`src/rtl/vend_change_dispenser.sv`:
```
// Refund payout engine: pays a requested NT$ amount from 50/10/5 coin tubes, largest coin first.
// Optional CHANGE_7SEG_EN adds a 3-digit multiplexed display of the amount still owed.
module vend_change_dispenser #(
  parameter int ACK_TIMEOUT = 200,
  parameter int GAP_CYCLES  = 4,
  parameter int INV_INIT    = 20
) (
  input  logic       clk,
  input  logic       rst,
  input  logic       refund_req,
  input  logic [7:0] refund_amt,
  input  logic       restock,
  input  logic       hopper_ack,
  output logic       eject_50,
  output logic       eject_10,
  output logic       eject_5,
  output logic       busy,
  output logic       done,
  output logic       short_pay,
  output logic       fault,
  output logic [7:0] remain
`ifdef CHANGE_7SEG_EN
  ,
  output logic [3:0] DIGIT,
  output logic [7:0] DISPLAY
`endif
);

  typedef enum logic [2:0] {IDLE, SELECT, EJECT, GAP, FINISH, FAULT} state_t;
  typedef enum logic [1:0] {COIN_50, COIN_10, COIN_5} coin_t;

  localparam int CW = $clog2(ACK_TIMEOUT + 1);
  localparam int GW = $clog2(GAP_CYCLES + 1);
  localparam logic [5:0] INV_FULL = 6'(INV_INIT);

  state_t        state;
  coin_t         coin;
  logic [CW-1:0] ack_cnt;
  logic [GW-1:0] gap_cnt;
  logic [5:0]    inv50, inv10, inv5;
  logic          restock_pend;
  logic [7:0]    coin_amt;
  logic [7:0]    req_amt;

  // Amounts below a 5 coin can never be paid, so the residue is dropped on capture.
  assign req_amt = refund_amt - (refund_amt % 8'd5);

  always_comb begin
    coin_amt = 8'd5;
    case (coin)
      COIN_50: coin_amt = 8'd50;
      COIN_10: coin_amt = 8'd10;
      default: coin_amt = 8'd5;
    endcase
  end

  always_ff @(posedge clk or posedge rst) begin
    if (rst) begin
      state        <= IDLE;
      coin         <= COIN_5;
      ack_cnt      <= '0;
      gap_cnt      <= '0;
      inv50        <= INV_FULL;
      inv10        <= INV_FULL;
      inv5         <= INV_FULL;
      restock_pend <= 1'b0;
      remain       <= 8'd0;
      eject_50     <= 1'b0;
      eject_10     <= 1'b0;
      eject_5      <= 1'b0;
      busy         <= 1'b0;
      done         <= 1'b0;
      short_pay    <= 1'b0;
      fault        <= 1'b0;
    end else begin
      done      <= 1'b0;
      short_pay <= 1'b0;

      // A coin in flight must be accounted against the old count, so EJECT defers restock.
      if (restock && state != EJECT) begin
        inv50 <= INV_FULL;
        inv10 <= INV_FULL;
        inv5  <= INV_FULL;
      end

      case (state)
        IDLE: begin
          if (refund_req) begin
            remain <= req_amt;
            busy   <= 1'b1;
            if (req_amt == 8'd0) begin
              state <= FINISH;
              done  <= 1'b1;
            end else begin
              state <= SELECT;
            end
          end
        end

        SELECT: begin
          ack_cnt <= '0;
          if (remain == 8'd0) begin
            state <= FINISH;
            done  <= 1'b1;
          end else if (remain >= 8'd50 && inv50 != 6'd0) begin
            coin     <= COIN_50;
            eject_50 <= 1'b1;
            state    <= EJECT;
          end else if (remain >= 8'd10 && inv10 != 6'd0) begin
            coin     <= COIN_10;
            eject_10 <= 1'b1;
            state    <= EJECT;
          end else if (inv5 != 6'd0) begin
            coin    <= COIN_5;
            eject_5 <= 1'b1;
            state   <= EJECT;
          end else begin
            state     <= FINISH;
            done      <= 1'b1;
            short_pay <= 1'b1;
          end
        end

        EJECT: begin
          if (restock) restock_pend <= 1'b1;
          if (hopper_ack) begin
            eject_50     <= 1'b0;
            eject_10     <= 1'b0;
            eject_5      <= 1'b0;
            remain       <= remain - coin_amt;
            restock_pend <= 1'b0;
            gap_cnt      <= '0;
            state        <= GAP;
            if (restock || restock_pend) begin
              inv50 <= INV_FULL;
              inv10 <= INV_FULL;
              inv5  <= INV_FULL;
            end else begin
              case (coin)
                COIN_50: if (inv50 != 6'd0) inv50 <= inv50 - 6'd1;
                COIN_10: if (inv10 != 6'd0) inv10 <= inv10 - 6'd1;
                default: if (inv5 != 6'd0) inv5 <= inv5 - 6'd1;
              endcase
            end
          end else if (ack_cnt == CW'(ACK_TIMEOUT - 1)) begin
            eject_50     <= 1'b0;
            eject_10     <= 1'b0;
            eject_5      <= 1'b0;
            fault        <= 1'b1;
            restock_pend <= 1'b0;
            state        <= FAULT;
            if (restock || restock_pend) begin
              inv50 <= INV_FULL;
              inv10 <= INV_FULL;
              inv5  <= INV_FULL;
            end
          end else begin
            ack_cnt <= ack_cnt + 1'b1;
          end
        end

        GAP: begin
          if (gap_cnt == GW'(GAP_CYCLES - 1)) state <= SELECT;
          else gap_cnt <= gap_cnt + 1'b1;
        end

        FINISH: begin
          busy  <= 1'b0;
          state <= IDLE;
        end

        FAULT: begin
          if (restock) begin
            fault  <= 1'b0;
            busy   <= 1'b0;
            remain <= 8'd0;
            state  <= IDLE;
          end
        end

        default: begin
          busy  <= 1'b0;
          state <= IDLE;
        end
      endcase
    end
  end

`ifdef CHANGE_7SEG_EN
  logic [15:0] scan_div;
  logic [1:0]  scan_sel;
  logic [7:0]  hund, tens, ones;
  logic [3:0]  cur_digit;

  assign hund = remain / 8'd100;
  assign tens = (remain / 8'd10) % 8'd10;
  assign ones = remain % 8'd10;

  always_comb begin
    cur_digit = ones[3:0];
    case (scan_sel)
      2'd0:    cur_digit = ones[3:0];
      2'd1:    cur_digit = tens[3:0];
      default: cur_digit = hund[3:0];
    endcase
  end

  // Active-high gfedcba pattern; inverted at the pin.
  function automatic logic [6:0] seg7(input logic [3:0] d);
    case (d)
      4'd0:    seg7 = 7'b0111111;
      4'd1:    seg7 = 7'b0000110;
      4'd2:    seg7 = 7'b1011011;
      4'd3:    seg7 = 7'b1001111;
      4'd4:    seg7 = 7'b1100110;
      4'd5:    seg7 = 7'b1101101;
      4'd6:    seg7 = 7'b1111101;
      4'd7:    seg7 = 7'b0000111;
      4'd8:    seg7 = 7'b1111111;
      4'd9:    seg7 = 7'b1101111;
      default: seg7 = 7'b0000000;
    endcase
  endfunction

  always_ff @(posedge clk or posedge rst) begin
    if (rst) begin
      scan_div <= 16'd0;
      scan_sel <= 2'd0;
      DIGIT    <= 4'hF;
      DISPLAY  <= 8'hFF;
    end else begin
      scan_div <= scan_div + 16'd1;
      if (scan_div == 16'hFFFF) scan_sel <= (scan_sel == 2'd2) ? 2'd0 : scan_sel + 2'd1;
      DIGIT   <= ~(4'b0001 << scan_sel);
      DISPLAY <= {1'b1, ~(fault ? 7'b1110001 : seg7(cur_digit))};
    end
  end
`else
  // Without the display, remain is the only view of the amount still owed.
`endif

endmodule
```
`config.mk`:
```
export PLATFORM = sky130hd
export DESIGN_NAME = vend_change_dispenser
export DESIGN_NICKNAME = d
export VERILOG_FILES = /design/src/rtl/vend_change_dispenser.sv
export SDC_FILE = /design/constraint.sdc
export NUM_CORES = 1
export LEC_CHECK = 0
export BUFFER_PORTS_ARGS = -buffer_cell sky130_fd_sc_hd__buf_2
export CAP_MARGIN = 10
export CORE_MARGIN = 2
export CORE_UTILIZATION = 35
export DETAILED_ROUTE_END_ITERATION = 10
export GPL_TIMING_DRIVEN = 0
export PLACE_DENSITY_LB_ADDON = 0.05
export SYNTH_ARGS = -nofsm -noshare
export SYNTH_HDL_FRONTEND = slang
export SYNTH_SLANG_ARGS = --single-unit
```
`constraint.sdc`:
```
create_clock -name clk -period 3.31 [get_ports clk]
set_clock_uncertainty 0.2 [all_clocks]
set_input_delay 0.993 -clock clk [delete_from_list [all_inputs] [get_ports clk]]
set_output_delay 0.993 -clock clk [all_outputs]
set_load 0.01 [all_outputs]
```
==> results.yml, run 1 <==
status:
  outcome: "finished, violations left"
  violations: "setup timing"
yosys:
  synth_edf_count: 0
  ys_types: 70
  synth-async-reset-ratio: 1.00
  synth_top_area_frac: 0.238
  synth_area_sq_um: 4520
  netlist_top_cells_count: "60 x nor2_1, 59 x nand2_1, 58 x o21ai_0"
  avgSynthCellArea_sq_um: 7.80
  netlist.top_cell.by_area: "dfrtp_1"
  synth.net_count: 618
  ys_warn_count: 0
  synth_ff_type: "dfrtp_1"
  synth_seq_cells: 50
  netlist_top_cells_area: "dfrtp_1 24%, ha_1 6.6%, o21ai_0 6.4%, nor2_1 5.0%, nand2_1 4.9%"
  ys_seq_area_frac: 0.279
  synthCells: 579
  yosysMostFrequentCell: "nor2_1"
job:
  cap_violations: 0
sta:
  worst_pin_slew_ps: 749
  finalSetupViolCount: 11
  tns_ps: -36470
  fin_crit_sh: 2.18
  hold_viol_final: 0
  whs_ps: 287
  slew_headroom: 0.496
  slew_violations: 0
  min_period_ps: 7200
  rsz0062_at_grt: "true"
  setup_slack_ps: -3890
  fmax_mhz: 139
drt:
  ant_nets: 0
  num_vias: 4565
  drc: 0
  dr.pass1.iters: 4
  wl_per_cell_microns: 16.5
  postRouteWirelength_microns: 13600
  initialDrtViolationCount: 251
  viasPerCell: 5.53
cts:
  clock_path_buffers: 2
  htreeDepth: 2
  insertion_delay_ps: 290
  clkTransAtPathRegs_ps: 70
  cts.sinks: 50
  cts_buffers: 5
  cts_tree: "yes"
  cts_hold_buf: 0
  clockRootBuffer: "clkbuf_16"
grt:
  antenna_found_initial: 0
  grt_use_met2: 0.345
  use_met3: 0.0242
  busiest_layer: "met2"
  grt_pass1_wl_microns: 22500
  grt_pass1_vias: 4464
  grt_max_degree: 39
  grt_usage: 0.196
  grt.met1_usage: 0.248
  grt_overflow: 0
cells_and_area:
  area_growth_pct: 30.3
  drive_gt1_frac: 0.254
  fin_nets: 691
  diodes: 0
power_and_ir_drop:
  ir_worst_vdd_v: 0.000291
  p_leak_nw: 2.42
  powerDensity_nw_per_um2: 724
die:
  initial_core_util: 0.358
  io_pins: 28
  row_count: 41
  die_h_microns: 118
  dieArea_sq_um: 13800
  core_sq_um: 12600
  dieWidth_microns: 118
critical_path:
  crit_type: "input pin to flop"
  cpPeakStageDelay_ps: 330
  cp-start-kind: "input pin"
  critical-path-slowest-cell: "or3_4"
  crit_fanout: 6
  path_buf_inv: 5
  cp-end-kind: "flop"
  worstPathArrival_ps: 7230
  cp_top_family: "compound AO/OA/AOI/OAI gates"
  required_ps: 3340
placed_design:
  place_congestion: 0.905
  port_buffers: 27
  place_ws_ps: -4840
  hpwl_microns: 9900
min_path:
  min_path_type: "flop to flop"
[state kept, by name (all words and copies together) (netlist names), 2 cells and up]
name     cells
remain       8
state        3
coin         2
ack_cnt      8
gap_cnt      3
inv10        6
inv5         6
inv50        6
[worst paths after layout]
path	from	end	slack, ps	depth (start not counted)
worst max-delay path	refund_amt[1]	done	-3890	35
worst min-delay path	gap_cnt[2]	gap_cnt[2]	290	2
worst min register to register	gap_cnt[2]	gap_cnt[2]	290	2
min in group asynchronous	rst	ack_cnt[4]	450	2
worst max register to register	coin[1]	remain[7]	410	11
max in group asynchronous	rst	inv10[2]	1880	3
[layout by cell type (no fill, tap or decap), drive strengths merged, types with 5 or more instances in the layout]
cell and instances:
nor3 20, inv 26, or3 10, nand2 60, o31ai 8, ha 24
dfstp 7, o22ai 7, mux2i 10, dfrtp 43, a31oi 7, o211ai 5
xnor2 12, and2 8, o22a 5, buf 73, a22oi 8, nor2b 12
nand3 13, clkbuf 26, xor2 13, nand2b 7, o21ai 60, nor2 61
o21a 6, or2 6, a21oi 44, a21o 7
[report_power, final]
| part | leakage, nW | internal (mW) | switching [mW] | total [mW] |
|---|---|---|---|---|
| Combinational | 1.71 | 1.22 | 1.51 | 2.73 |
| Sequential | 0.629 | 0.779 | 0.164 | 0.944 |
| Clock | 0.0771 | 0.357 | 0.235 | 0.592 |
[layout make-up]
class                      count  area [sq um]
multi-input combinational    476          3510
fill                        1290          6730
timing repair buffer          66           483
tap                          172           215
sequential                    50          1260
buffer                        27           154
clock buffer                   6           129
inverter                      26          97.6
clock inverter                 2          37.5
[stage by stage]
stage,cell area (sq um),std cells,util,power (mW)
final,5890,825,0.466,4.26
after global placement,5040,778,0.400,3.13
after floorplan,4690,579,-,2.60
after global routing,5890,825,0.466,4.64
after CTS,5720,818,0.453,4.09
after detailed placement,5060,779,0.401,3.15
[layer usage]
layer,part of all wire,vias to the layer above
li1,-,2253
met1,0.44,2194
met2,0.51,95
met3,0.029,23
met4,0.022,0
met5,0,-
[cell families (layout without fill, tap and decap cells)]
| family | count (synthesis) | after routing | share of synthesized area |
|---|---|---|---|
| AND/OR/NAND/NOR | 211 | 211 | 0.226 |
| AO/OA/AOI/OAI | 200 | 200 | 0.290 |
| buffers and inverters | 53 | 127 | 0.0479 |
| flip-flops | 50 | 50 | 0.279 |
| adder cells (fa/ha/maj) | 26 | 26 | 0.0753 |
| XOR/XNOR | 25 | 25 | 0.0485 |
| multiplexers | 14 | 14 | 0.0330 |
[worst register-to-register path, delay by kind of cell (launching register included)]
kind	cells	cell delay (ps)
AOI/OAI and AO/OA	7	1140
adders and majority gates	1	340
buffers and inverters	2	460
DFF	1	540
and+or+nand+nor	1	100
[repair_timing]
item | CTS | global route
setup buffers | 31 | 8
setup endpoints to repair | 12 | 26
resized for setup | 51 | 23
pin swaps | 24 | 26
(Power assumes the default switching activity.)
==> inputs of run 2 (changes only) <==
--- a/config.mk
+++ b/config.mk
@@ -15,3 +15,4 @@
 export SYNTH_ARGS = -nofsm -noshare
 export SYNTH_HDL_FRONTEND = slang
 export SYNTH_SLANG_ARGS = --single-unit
+export TNS_END_PERCENT = 50
==> results.yml, run 2 (synthesis results as in run 1) <==
sta:
  min_period_ps: 7160
  fmax_mhz: 140
  whs_ps: 284
  setup_slack_ps: -3850
  slew_headroom: 0.475
  finalSetupViolCount: 11
  worst_pin_slew_ps: 780
  rsz0062_at_grt: "true"
  fin_crit_sh: 2.16
  slew_violations: 0
  hold_viol_final: 0
  tns_ps: -35970
drt:
  postRouteWirelength_microns: 13400
  viasPerCell: 5.56
  initialDrtViolationCount: 222
  dr.pass1.iters: 4
  ant_nets: 0
  wl_per_cell_microns: 16.3
  drc: 0
  num_vias: 4564
critical_path:
  rr_worst_depth: 11
  r2r-start: "coin[1]"
  critical-path-slowest-cell: "or3_4"
  crit_fanout: 6
  cpPeakStageDelay_ps: 340
  r2r_end: "remain[7]"
  cp_top_family: "simple AND/OR/NAND/NOR gates"
  worstPathArrival_ps: 7190
  cp-start-kind: "input pin"
  path_buf_inv: 6
  crit_type: "input pin to flop"
  cp-end-kind: "flop"
  r2r_slack_ps: 350
  required_ps: 3340
cts:
  cts_buffers: 5
  clkTransAtPathRegs_ps: 70
  insertion_delay_ps: 290
  cts.sinks: 50
  cts_hold_buf: 0
  clock_path_buffers: 2
  clockRootBuffer: "clkbuf_16"
  htreeDepth: 2
  cts_tree: "yes"
cells_and_area:
  reg.largest.list: "ack_cnt x8, remain x8"
  area_growth_pct: 28.7
  register_area_sq_um: 1260
  n_fill_cell: 1306
  drive_gt1_frac: 0.245
  multi_input_area_sq_um: 3500
  final_cell_mix: "58 x nand2_1, 57 x nor2_1, 48 x o21ai_0, 43 x dfrtp_1, 40 x a21oi_1"
  fin_nets: 687
  diodes: 0
  layout_commonest_cell: "nand2_1"
min_path:
  min_path_type: "flop to flop"
  min_from: "gap_cnt[2]"
  hold_end: "gap_cnt[2]"
  hold_path_depth: 2
grt:
  grt_overflow: 0
  grt_pass1_wl_microns: 22400
  grt_use_met2: 0.348
  grt_usage: 0.195
  grt_pass1_vias: 4599
  grt.met1_usage: 0.242
  grt_max_degree: 35
  use_met3: 0.0194
  busiest_layer: "met2"
  antenna_found_initial: 0
die:
  row_count: 41
  dieWidth_microns: 118
  core_sq_um: 12600
  die_h_microns: 118
  io_pins: 28
  initial_core_util: 0.358
  dieArea_sq_um: 13800
power_and_ir_drop:
  powerDensity_nw_per_um2: 713
  seqPwrFrac: 0.227
  p_switching_mw: 1.89
  clkPwrFrac: 0.129
  ir_worst_vdd_v: 0.000249
  power_mw: 4.15
  p_leak_nw: 2.38
  internal_power_mw: 2.26
  switching_share: 0.455
  p_comb_frac: 0.644
status:
  outcome: "finished, violations left"
  violations: "setup timing"
job:
  cap_violations: 0
placed_design:
  hpwl_microns: 9770
  port_buffers: 27
  place_congestion: 0.896
run 2: cell count changes in the layout (fill, tap and decap cells not counted), sizes merged:
cell      change
buf           -5
clkbuf        +2
bufinv        -1
clkinv        +1
clkinvlp      -1
run 2: final cells by class:
class / count / share of cell area
Buffer: 27 / 0.0256
Sequential cell: 50 / 0.217
Tap cell: 172 / 0.0370
Timing Repair Buffer: 62 / 0.0757
Clock inverter: 1 / 0.000861
Clock buffer: 7 / 0.0245
Inverter: 26 / 0.0168
Multi-Input combinational cell: 476 / 0.603
run 2: power by group through the flow:
| stage | Combinational [mW] | Sequential, mW | Clock [mW] |
|---|---|---|---|
| floorplan | 1.63 | 0.931 | 0 |
| global placement | 2.14 | 0.949 | 0 |
| detailed placement | 2.17 | 0.949 | 0 |
| CTS | 2.42 | 0.942 | 0.547 |
| global route | 2.97 | 0.968 | 0.567 |
| finish | 2.67 | 0.942 | 0.534 |
run 2: layer usage:
metal	routed length, microns	up-vias	share of wire
li1	-	2249	-
met1	5810	2183	0.43
met3	391	25	0.029
met2	6840	107	0.51
met4	368	0	0.027
met5	0	-	0
run 2: stage by stage:
step	cell area (sq um)	util	setup WS [ps]	std cells
finish	5810	0.461	-3850	821
global route	5810	0.461	-4230	821
CTS	5580	0.442	-3880	816
detailed placement	5020	0.397	-4900	779
global placement	5000	0.396	-4950	778
floorplan	4650	-	-3800	579
run 2: worst max path at each step:
| stage | start | endpoint | slack, ps | depth (start not counted) |
|---|---|---|---|---|
| floorplan | refund_amt[1] | state[2] | -3800 | 34 |
| global placement | refund_amt[2] | done | -4950 | 33 |
| detailed placement | refund_amt[2] | done | -4900 | 33 |
| CTS | refund_amt[1] | done | -3880 | 34 |
| global route | refund_amt[1] | done | -4230 | 35 |
| finish | refund_amt[1] | done | -3850 | 35 |
run 2: worst register-to-register path: stages (launching register included):
cell and delay, ps:
dfstp_2 540, clkbuf_1 330, inv_1 150, ha_1 340, o21ai_0 100, nand2b_1 110
a21o_1 190, a21o_1 190, a211oi_1 340, o21ai_0 120, a32oi_1 160, o21ai_1 80
run 2: timing repair:
item,in CTS,in global routing
gates resized for setup,41,37
pin swaps,29,31
setup endpoints to repair,21,25
setup buffers,29,8
==> inputs of run 3 (changes only) <==
==> constraint.sdc (replaced) <==
create_clock -name clk -period 7.5 [get_ports clk]
set_clock_uncertainty 0.2 [all_clocks]
set_input_delay 2.25 -clock clk [delete_from_list [all_inputs] [get_ports clk]]
set_output_delay 2.25 -clock clk [all_outputs]
set_load 0.01 [all_outputs]
==> results.yml, run 3 (synthesis results as in run 1) <==
critical_path:
  crit_fanout: 6
  required_ps: 7480
  worstPathArrival_ps: 8350
  critical-path-slowest-cell: "or2_2"
  cp_common_cell: "buf_4"
  cp-start-kind: "input pin"
  crit_type: "input pin to flop"
  rr_worst_depth: 7
  cp-end-kind: "flop"
  cpPeakStageDelay_ps: 380
die:
  core_sq_um: 12600
  dieArea_sq_um: 13800
  row_count: 41
  die_h_microns: 118
  initial_core_util: 0.358
  io_pins: 28
  dieWidth_microns: 118
drt:
  dr.pass1.iters: 5
  wl_per_cell_microns: 16.4
  num_vias: 4511
  drc: 0
  viasPerCell: 5.49
  initialDrtViolationCount: 192
  postRouteWirelength_microns: 13500
  ant_nets: 0
sta:
  worst_pin_slew_ps: 865
  hold_viol_final: 0
  rsz0062_at_grt: "true"
  slew_violations: 0
  min_period_ps: 8370
  fmax_mhz: 120
  slew_headroom: 0.417
  fin_crit_sh: 1.12
  setup_slack_ps: -867
  finalSetupViolCount: 7
power_and_ir_drop:
  seqPwrFrac: 0.237
  clkPwrFrac: 0.148
  internal_power_mw: 0.962
  switching_share: 0.451
  p_switching_mw: 0.790
  p_leak_nw: 2.38
  ir_worst_vdd_v: 0.000113
  powerDensity_nw_per_um2: 309
  p_comb_frac: 0.614
cts:
  cts_buffers: 5
  insertion_delay_ps: 290
  htreeDepth: 2
  cts_tree: "yes"
  cts.sinks: 50
  clkTransAtPathRegs_ps: 70
  clock_path_buffers: 2
  clockRootBuffer: "clkbuf_16"
  cts_hold_buf: 0
cells_and_area:
  diodes: 0
  final_cells: 821
  area_growth_pct: 25.7
  final_cell_mix: "58 x nand2_1, 58 x nor2_1, 51 x o21ai_0, 43 x dfrtp_1, 41 x a21oi_1"
  reg.largest.list: "ack_cnt x8, remain x8"
  final_core_utilization: 0.450
  drive_gt1_frac: 0.220
  fin_nets: 687
grt:
  grt_pass1_wl_microns: 22100
  grt_overflow: 0
  grt_pass1_vias: 4358
  antenna_found_initial: 0
  grt_max_degree: 35
  grt_usage: 0.192
status:
  outcome: "finished, violations left"
  violations: "setup timing"
placed_design:
  hpwl_microns: 9940
  port_buffers: 27
  place_congestion: 0.860
  dp.cells: 779
  place_ws_ps: -2070
min_path:
  hold_path_depth: 1
  min_path_type: "flop to flop"
job:
  cap_violations: 0
==> run 3: final timing paths <==
check                         startpoint          to  slack (ps)
min in group asynchronous            rst  ack_cnt[6]        1740
max                        refund_amt[6]    state[2]        -870
min reg2reg                   ack_cnt[7]  ack_cnt[7]         290
max in group asynchronous            rst    inv10[2]        4770
min                           ack_cnt[7]  ack_cnt[7]         290
max reg2reg                     state[1]     inv5[5]        4150
==> run 3: layer usage <==
metal	wire length (microns)	share of wire	global-route usage
met1	6020	0.45	0.242
met2	6970	0.52	0.350
met3	277	0.021	0.0174
met4	203	0.015	0.0542
met5	0	0	0
==> run 3: worst max-delay path, delay by kind of cell <==
kind                     cells  cell delay [ps]
XOR/XNOR                     2              340
AND/OR/NAND/NOR              9             1540
buffers and inverters        7              740
multiplexers                 2              280
adder cells (fa/ha/maj)      3              610
AO/OA/AOI/OAI               14             2560
==> run 3: timing repair <==
| item | CTS | global route |
|---|---|---|
| gates resized for setup | 41 | 22 |
| buffers inserted | 25 | 10 |
| setup endpoints to repair | 10 | 9 |
| pin swaps | 24 | 10 |
==> run 3: layout make-up <==
type,count,area (sq um)
repair buffers,63,482
clock buffers,5,125
multi-input cells,476,3320
well taps,172,215
fillers,1285,6940
flip-flops and latches,50,1260
clock inverters,3,40.0
inverters,26,97.6
plain buffers,26,138
==> run 3: per-stage QoR <==
stage | cell area (sq um) | hold WS [ps] | TNS [ps] | power, mW
2_1_floorplan | 4620 | 244 | -3900 | 1.11
3_3_place_gp | 4970 | 266 | -13070 | 1.34
3_5_place_dp | 4990 | 274 | -13030 | 1.36
4_1_cts | 5540 | 289 | -4170 | 1.73
5_1_grt | 5680 | 319 | -5920 | 1.91
6_report | 5680 | 287 | -3780 | 1.75
==> run 3: power groups by stage <==
stage	Sequential (mW)	Combinational, mW	Clock [mW]
2_1_floorplan	0.411	0.699	0
3_3_place_gp	0.419	0.926	0
3_5_place_dp	0.420	0.936	0
4_1_cts	0.416	1.04	0.268
5_1_grt	0.427	1.20	0.277
6_report	0.416	1.08	0.260
